File: src/rtl/imem_fetch_unit.sv
// imem_fetch_unit: byte-addressed instruction memory with a registered fetch
// port (valid/ready), response stall, fault reporting, a program-load write
// port, and a hardware sweep that fills every word with NOP after reset.
module imem_fetch_unit #(
  parameter int              XLEN   = 32,
  parameter int              DEPTH  = 64,
  parameter int              ADDR_W = 32,
  parameter logic [XLEN-1:0] NOP    = 32'h00000013
) (
  input  logic                       clk,
  input  logic                       reset,
  input  logic                       fetch_req,
  input  logic [ADDR_W-1:0]          fetch_addr,
  output logic                       fetch_ready,
  output logic                       rsp_valid,
  output logic [XLEN-1:0]            rsp_instr,
  output logic                       rsp_fault,
  input  logic                       rsp_stall,
  input  logic                       load_en,
  input  logic [$clog2(DEPTH)-1:0]   load_addr,
  input  logic [XLEN-1:0]            load_data,
  output logic                       init_done
);

  localparam int AW = $clog2(DEPTH);
  localparam logic [AW-1:0] LAST_IDX = AW'(DEPTH - 1);

  typedef enum logic [0:0] {
    ST_INIT = 1'b0,
    ST_RUN  = 1'b1
  } state_t;

  state_t            state_r;
  state_t            state_nxt_s;
  logic [AW-1:0]     cnt_r;
  logic [XLEN-1:0]   mem_r [DEPTH];

  logic              hold_s;
  logic              accept_s;
  logic              fault_s;
  logic [ADDR_W-1:0] addr_hi_s;
  logic [AW-1:0]     rd_idx_s;
  logic              we_s;
  logic [AW-1:0]     waddr_s;
  logic [XLEN-1:0]   wdata_s;

  // A valid response under back-pressure must not be overwritten.
  assign hold_s      = rsp_valid && rsp_stall;
  assign fetch_ready = (state_r == ST_RUN) && !hold_s;
  assign accept_s    = fetch_req && fetch_ready;

  // Any byte-address bit above the word index range means out of range.
  assign addr_hi_s = fetch_addr >> (AW + 2);
  assign fault_s   = (fetch_addr[1:0] != 2'b00) || (addr_hi_s != {ADDR_W{1'b0}});
  assign rd_idx_s  = fetch_addr[AW+1:2];

  // Next-state logic: stay in INIT until the last word has been swept.
  always_comb begin
    state_nxt_s = state_r;
    case (state_r)
      ST_INIT: begin
        if (cnt_r == LAST_IDX) begin
          state_nxt_s = ST_RUN;
        end else begin
          state_nxt_s = ST_INIT;
        end
      end
      ST_RUN:  state_nxt_s = ST_RUN;
      default: state_nxt_s = ST_INIT;
    endcase
  end

  // State, sweep counter and init_done; reset restarts the sweep at word 0.
  always_ff @(posedge clk or posedge reset) begin
    if (reset) begin
      state_r   <= ST_INIT;
      cnt_r     <= {AW{1'b0}};
      init_done <= 1'b0;
    end else begin
      state_r <= state_nxt_s;
      if (state_r == ST_INIT) begin
        cnt_r <= cnt_r + AW'(1);
      end
      init_done <= (state_nxt_s == ST_RUN);
    end
  end

  // Write-port mux: the sweep owns the port in INIT, program load in RUN.
  always_comb begin
    we_s    = 1'b0;
    waddr_s = {AW{1'b0}};
    wdata_s = {XLEN{1'b0}};
    if (state_r == ST_INIT) begin
      we_s    = 1'b1;
      waddr_s = cnt_r;
      wdata_s = NOP;
    end else begin
      we_s    = load_en;
      waddr_s = load_addr;
      wdata_s = load_data;
    end
  end

  // Memory array: no reset on the data path, only the sweep/load writes.
  always_ff @(posedge clk) begin
    if (we_s) begin
      mem_r[waddr_s] <= wdata_s;
    end
  end

  // Registered response; reads old contents when a load hits the same word.
  always_ff @(posedge clk or posedge reset) begin
    if (reset) begin
      rsp_valid <= 1'b0;
      rsp_instr <= NOP;
      rsp_fault <= 1'b0;
    end else if (accept_s) begin
      rsp_valid <= 1'b1;
      rsp_fault <= fault_s;
      rsp_instr <= fault_s ? NOP : mem_r[rd_idx_s];
    end else if (!hold_s) begin
      rsp_valid <= 1'b0;
    end
  end

endmodule

File: config.mk
export PLATFORM = sky130hd
export DESIGN_NAME = imem_fetch_unit
export DESIGN_NICKNAME = d
export VERILOG_FILES = /design/src/rtl/imem_fetch_unit.sv
export SDC_FILE = /design/constraint.sdc
export NUM_CORES = 2
export LEC_CHECK = 0
export CAP_MARGIN = 30
export CORE_MARGIN = 2
export CORE_UTILIZATION = 45
export CTS_CLUSTER_DIAMETER = 60
export CTS_CLUSTER_SIZE = 14
export DETAILED_ROUTE_END_ITERATION = 12
export PLACE_DENSITY_LB_ADDON = 0.1
export SETUP_SLACK_MARGIN = 0.15
export SLEW_MARGIN = 20
export SYNTH_ARGS = -nofsm -noshare
export SYNTH_HDL_FRONTEND = slang
export SYNTH_SLANG_ARGS = --single-unit
export TNS_END_PERCENT = 100
File: constraint.sdc
create_clock -name clk -period 10 [get_ports clk]
set_input_delay 1.5 -clock clk [delete_from_list [all_inputs] [get_ports clk]]
set_output_delay 1.5 -clock clk [all_outputs]
set_load 0.005 [all_outputs]
== Word-level counts from Yosys, hierarchy flattened ==
Memory sizes are Yosys's and may differ from the RTL's.
Index checks and enable logic that the tools add are counted.
Storage, ports and cells
  memories kept: 1
  word-level logic and storage cells: 27
  bits in writable memories: 2048
  bits of input ports: 75
  register bits: 41
  output and inout bits: 36
Cells by class
  equal/unequal tests: 2
  reduce and logical (&&, ||, !) cells: 7
  add/subtract/negate cells: 1
  mux-type cells: 10
  bitwise logic cells: 1
Memory list
  mem_r: depth 64, width 32, rd ports 1, clocked after Yosys merged registers in 0, write ports 1, line 36  | logic [XLEN-1:0] mem_r [DEPTH];
Operators with widths (number)
  32-bit two-way mux: 2
  32-bit nonzero test: 1
  6-bit by 1-bit adder with 6-bit output (second input constant): 1
  6-bit == test (second input constant): 1
  1-bit two-way mux: 6
  6-bit two-way mux: 1
  1-bit logical AND: 3
  2-bit by 1-bit inequality test with 1-bit output (second input constant): 1
  1-bit one-hot mux with 2 select lines: 1
  2-bit nonzero test: 1
  1-bit zero test: 1
  1-bit logical OR: 1
  1-bit inverter: 1

== Logic depth before layout (Yosys ltp) ==
  word-level depth: 5
  mapped depth: 10
  depth with buffers taken out: 5

== Worst setup path after synthesis ==
OpenSTA, ideal clock, no wires.
  path type: input -> register
  start point: input load_addr[0]
  end point: memory mem_r[14][0] (enable)
  cell stages on the path: 4
  buffers on the path: 0
  data required time: 9.579 ns
  setup slack: 6.091 ns
  library setup time: 0.421 ns
  data arrival time: 3.488 ns
  cell sequence: nand2b_1 a21oi_1 nand2_1 nor2_1
On the way
  cells in the longest elaborated chain, start to end: 1
Ends and longest elaborated chain
  start: declaration: line 20  | input logic [$clog2(DEPTH)-1:0] load_addr,
  6-bit two-way mux: line 93  | if (state_r == ST_INIT) begin
  end: declaration: line 36
No other way between the ends.

== Final worst setup path ==
  start point: register state_r
  end point: output fetch_ready
On the way
  cells in the longest elaborated chain, start to end: 1
Ends and longest elaborated chain
  start: declaration: line 33  | state_t state_r;
  start signal: assignment: line 80  | state_r <= state_nxt_s;
  1-bit logical AND: line 49  | assign fetch_ready = (state_r == ST_RUN) && !hold_s;
  end: declaration: line 14  | output logic fetch_ready,
No other way between the ends.

==> results.txt <==
The routed length per instance is 35.7 µm. The endpoint arrival time on the critical path came out at 3.19 ns. After detailed routing, the number of remaining DRC violations is 0.

The leakage component of the power came out at 0.0229 µW. The gate count after technology mapping came out at 3564. The max capacitance violation total is 0. The worst hold path begins at cnt_r[0]. The worst slew slack as a fraction of its limit is 0.231.

In this run the worst hold path is classified as flop to flop. The clock passes through at most 3 buffers. Of the post-synthesis cell area, the dominant cell type holds 0.767.

Yosys printed 0 warnings. The worst setup slack for register-to-register paths is 5.86 ns. The die span in y came out at about 430 µm. The total of hold buffers inserted after clock tree synthesis came out at 0. STA classifies the critical path endpoint as an output pin. The startpoint of the most critical register-to-register path is state_r. The power density relative to cell area came out at 182 mW/mm².

The post-synthesis sequential element count is 2089. The total die area is roughly 0.18 mm². The placement row count came out at 154. The upper clock frequency limit is 213 MHz. The worst-case vdd ir drop is 0.000128 V. The horizontal extent of the die is 426 µm. Of all flip-flops after synthesis, the portion carrying an async set or reset was 0.0196.

The net count reported at finish is roughly 3900. Setup repair after global routing left no endpoint under its margin. Counting cells, the worst reg-to-reg path comes to 7. The number of enable-type register cells in the synthesized netlist came out at 2048. The post-route met1 wirelength came out at ~95 mm. The HPWL after detailed placement is approximately 120 mm.

The clock transition time at the flip-flop clock pins of the worst setup and hold paths came out at approximately 0.07 ns. The number of nets with antenna violations after detailed routing came out at 0. The final period utilization is 0.469. The count of buffers inserted at the top-level ports came out at 110. The DRC marker count from the first detailed-route iteration is 4947. Before antenna repair, the detailed router went through 5 iterations. In the global route stage, overall resource usage came out at 0.249. The routed via count came out at 38800. The number of instances on the worst hold path came out at 1. The wire length of the first global-routing pass came out at around 310 mm. The final instance area came out at 0.0903 mm². The class of the most critical setup path is flop to output pin. The detailed router used layers up to and including met5. The total overflow left after global routing is 0. The top-level I/O count is 111. The synthesized netlist net count came out at 3640.

Counting the buffers created by CTS gives about 170. The clock reaches the later pin of the worst-skew pair after 0.85 ns. The buffers inserted during post-CTS setup optimization is 0. The root buffer cell is sky130_fd_sc_hd__clkbuf_16. The capture instance of the worst register-to-register path is rsp_instr[4]. The final hold violation count was 0. The clock tree skew after final layout came out at 0.0283 ns. The largest net degree at the start of global routing came out at 149. The number of placed instances, taps included, is 5955.

The final-report setup violation count is 0. The routed design uses 108 mm of met2 wire. Detailed routing placed a total of ~16 mm of wire on met3. The summed negative setup slack over all endpoints came out at 0 ns. Once layout is complete, the cells apart from fillers number 6251. In this run the worst path has a maximum fanout of 31. The starting density of the core came out at 0.454. The total length of routed wires is 223 mm. The number of antenna violations at the first check in global routing came out at 9. In this run, distinct cell masters in the synthesized netlist total 52. The share of cells above drive strength 1 came out at 0.253.

The placer congestion estimate is 0.800. The run finished with clean final reports. The final-layout fill cell count is 13900. TritonCTS built the clock tree.

The dominant synthesized flop cell is sky130_fd_sc_hd__edfxtp_1. sky130_fd_sc_hd__edfxtp_1 takes more of the synthesized area than any other cell. Counting I/O delays and the setup requirement, the final critical path takes ~4.7 ns. Yosys attributes the largest share of cell area to sky130_fd_sc_hd__edfxtp_1 (77%), sky130_fd_sc_hd__mux4_2 (14%), sky130_fd_sc_hd__mux2i_1 (1.8%), sky130_fd_sc_hd__a22oi_1 (1.3%), sky130_fd_sc_hd__dfrtp_1 (1.2%).

The average vias per placed instance is around 6.2. The area growth from synthesis to layout came out at 12.7%. The count of clock tree sinks is 2089. STA classifies the critical path startpoint as a flop. The average instance in the mapped netlist occupies 22.5 µm². The post-cts repair resize count came out at 0. The end point of the worst hold path is cnt_r[0]. The worst-margin pin slew came out at 1.14 ns. The worst endpoint required time is 8.50 ns. The area of the placeable core is 0.176 mm². The placement-stage cell area is approximately 0.085 mm². The maximum level of the CTS H-tree came out at 4. The sequential area share after synthesis is 0.780. The final count of pins violating max slew is 0. The number of global-route vias before repair is approximately 40000. In this run the cell area of the synthesized design comes to 0.0802 mm².
state kept, by name, indices dropped and copies added (netlist names):
| register | cells |
|---|---|
| cnt_r | 6 |
| mem_r | 2048 |
| rsp_fault | 1 |
| rsp_instr | 32 |
| rsp_valid | 1 |
| state_r | 1 |
synthesized netlist by cell type (2+ instances only):
| master | n |
|---|---|
| sky130_fd_sc_hd__o32ai_1 | 4 |
| sky130_fd_sc_hd__a21oi_1 | 7 |
| sky130_fd_sc_hd__buf_1 | 20 |
| sky130_fd_sc_hd__nor3_1 | 6 |
| sky130_fd_sc_hd__or3_1 | 2 |
| sky130_fd_sc_hd__nand2b_1 | 15 |
| sky130_fd_sc_hd__or3b_2 | 3 |
| sky130_fd_sc_hd__a32oi_1 | 11 |
| sky130_fd_sc_hd__a211oi_1 | 19 |
| sky130_fd_sc_hd__dfstp_2 | 3 |
| sky130_fd_sc_hd__buf_6 | 17 |
| sky130_fd_sc_hd__mux2_2 | 24 |
| sky130_fd_sc_hd__buf_2 | 73 |
| sky130_fd_sc_hd__a22oi_1 | 134 |
| sky130_fd_sc_hd__mux2i_1 | 147 |
| sky130_fd_sc_hd__xnor2_1 | 4 |
| sky130_fd_sc_hd__or2_2 | 2 |
| sky130_fd_sc_hd__o32a_1 | 3 |
| sky130_fd_sc_hd__a22oi_2 | 2 |
| sky130_fd_sc_hd__buf_4 | 17 |
| sky130_fd_sc_hd__o211ai_1 | 9 |
| sky130_fd_sc_hd__o22ai_1 | 28 |
| sky130_fd_sc_hd__nor4_2 | 3 |
| sky130_fd_sc_hd__nand3_1 | 53 |
| sky130_fd_sc_hd__nand2_1 | 68 |
| sky130_fd_sc_hd__clkbuf_1 | 65 |
| sky130_fd_sc_hd__edfxtp_1 | 2048 |
| sky130_fd_sc_hd__o21ai_0 | 7 |
| sky130_fd_sc_hd__nand3b_1 | 5 |
| sky130_fd_sc_hd__inv_1 | 8 |
| sky130_fd_sc_hd__mux4_2 | 493 |
| sky130_fd_sc_hd__dfrtp_1 | 38 |
| sky130_fd_sc_hd__a2111oi_0 | 13 |
| sky130_fd_sc_hd__nor2_1 | 92 |
| sky130_fd_sc_hd__nor2b_1 | 34 |
| sky130_fd_sc_hd__and2_1 | 34 |
| sky130_fd_sc_hd__nor4_1 | 21 |
| sky130_fd_sc_hd__a221oi_1 | 7 |
| sky130_fd_sc_hd__a31oi_1 | 6 |
| sky130_fd_sc_hd__a22o_1 | 7 |
power by group:
group | internal, µW | leakage (µW) | switching [µW]
sequential | 9460 | 0.0148 | 0
clock | 3480 | 0.00251 | 3080
combinational | 155 | 0.00553 | 243
total | 13100 | 0.0229 | 3320
worst max-delay path, cell delays in order (launching register included):
cell                              delay [ns]
sky130_fd_sc_hd__dfrtp_2                0.81
sky130_fd_sc_hd__buf_4                  0.61
sky130_fd_sc_hd__a21boi_2               0.34
sky130_fd_sc_hd__clkdlybuf4s50_1        0.56
kinds of logic (layout without fill, tap and decap cells):
group / count (synthesis) / count (layout) / share of synthesized area
and+or+nand+nor: 343 / 343 / 0.0216
buffers and inverters: 200 / 545 / 0.0129
AOI/OAI and AO/OA: 262 / 262 / 0.0245
muxes: 664 / 664 / 0.160
xor gates and xnor gates: 5 / 5 / 0.000546
adders and majority gates: 1 / 1 / 0.000156
DFF: 2089 / 2089 / 0.780
other: 0 / 2 / 0
metrics by stage:
step | power [µW] | setup slack, ns | utilization | hold slack, ns
6_report | 16400 | 5.31 | 0.512 | 0.516
3_5_place_dp | 10100 | 4.62 | 0.482 | 0.501
4_1_cts | 16500 | 5.26 | 0.512 | 0.516
5_1_grt | 16900 | 5.19 | 0.512 | 0.540
3_3_place_gp | 10000 | 4.19 | 0.480 | 0.485
2_1_floorplan | 9910 | 6.09 | - | 0.466
cell type report:
type	instances	area, µm²	share of cell area
Sequential cell	2089	62500	0.692
Multi-Input combinational cell	1275	17200	0.190
Clock buffer	258	4750	0.0526
Tap cell	2340	2930	0.0324
Timing Repair Buffer	244	2430	0.0270
Clock inverter	35	464	0.00514
Inverter	8	30.0	0.000332
Antenna cell	2	5.00	0.0000554
placed cells by master, fill, tap and decap left out, drive strengths merged, types with 3 or more instances in the layout:
cell and instances:
a211oi 19, dfstp 3, a2111oi 13, clkbuf 259, a31oi 6, dfrtp 38, clkinv 16, mux2i 147
nor2 92, mux2 24, edfxtp 2048, buf 137, xnor2 4, o21ai 7, and2 34, nor4 25
inv 19, a22o 7, nand3b 5, nand3 53, o32ai 4, o211ai 9, clkdlybuf4s50 106, nand2b 15
or3b 3, nand2 69, bufinv 7, nor2b 34, a21oi 7, o22ai 28, a22oi 136, a221oi 7
nor3 6, a32oi 11, o32a 3, mux4 493
metal layers:
metal	up-vias	track usage
met5	-	0
met4	2	0.0638
met3	290	0.0380
met2	1598	0.395
met1	21400	0.364
li1	15600	-
how the worst max path moves through the flow:
stage,start,slack [ns],end
final,state_r,5.31,fetch_ready
after global routing,state_r,5.19,fetch_ready
after CTS,state_r,5.26,fetch_ready
after detailed placement,fetch_addr[2],4.62,rsp_instr[24]
after global placement,fetch_addr[16],4.19,rsp_instr[29]
after floorplan,load_addr[0],6.09,mem_r[14][0]
(Power assumes the default switching activity.)
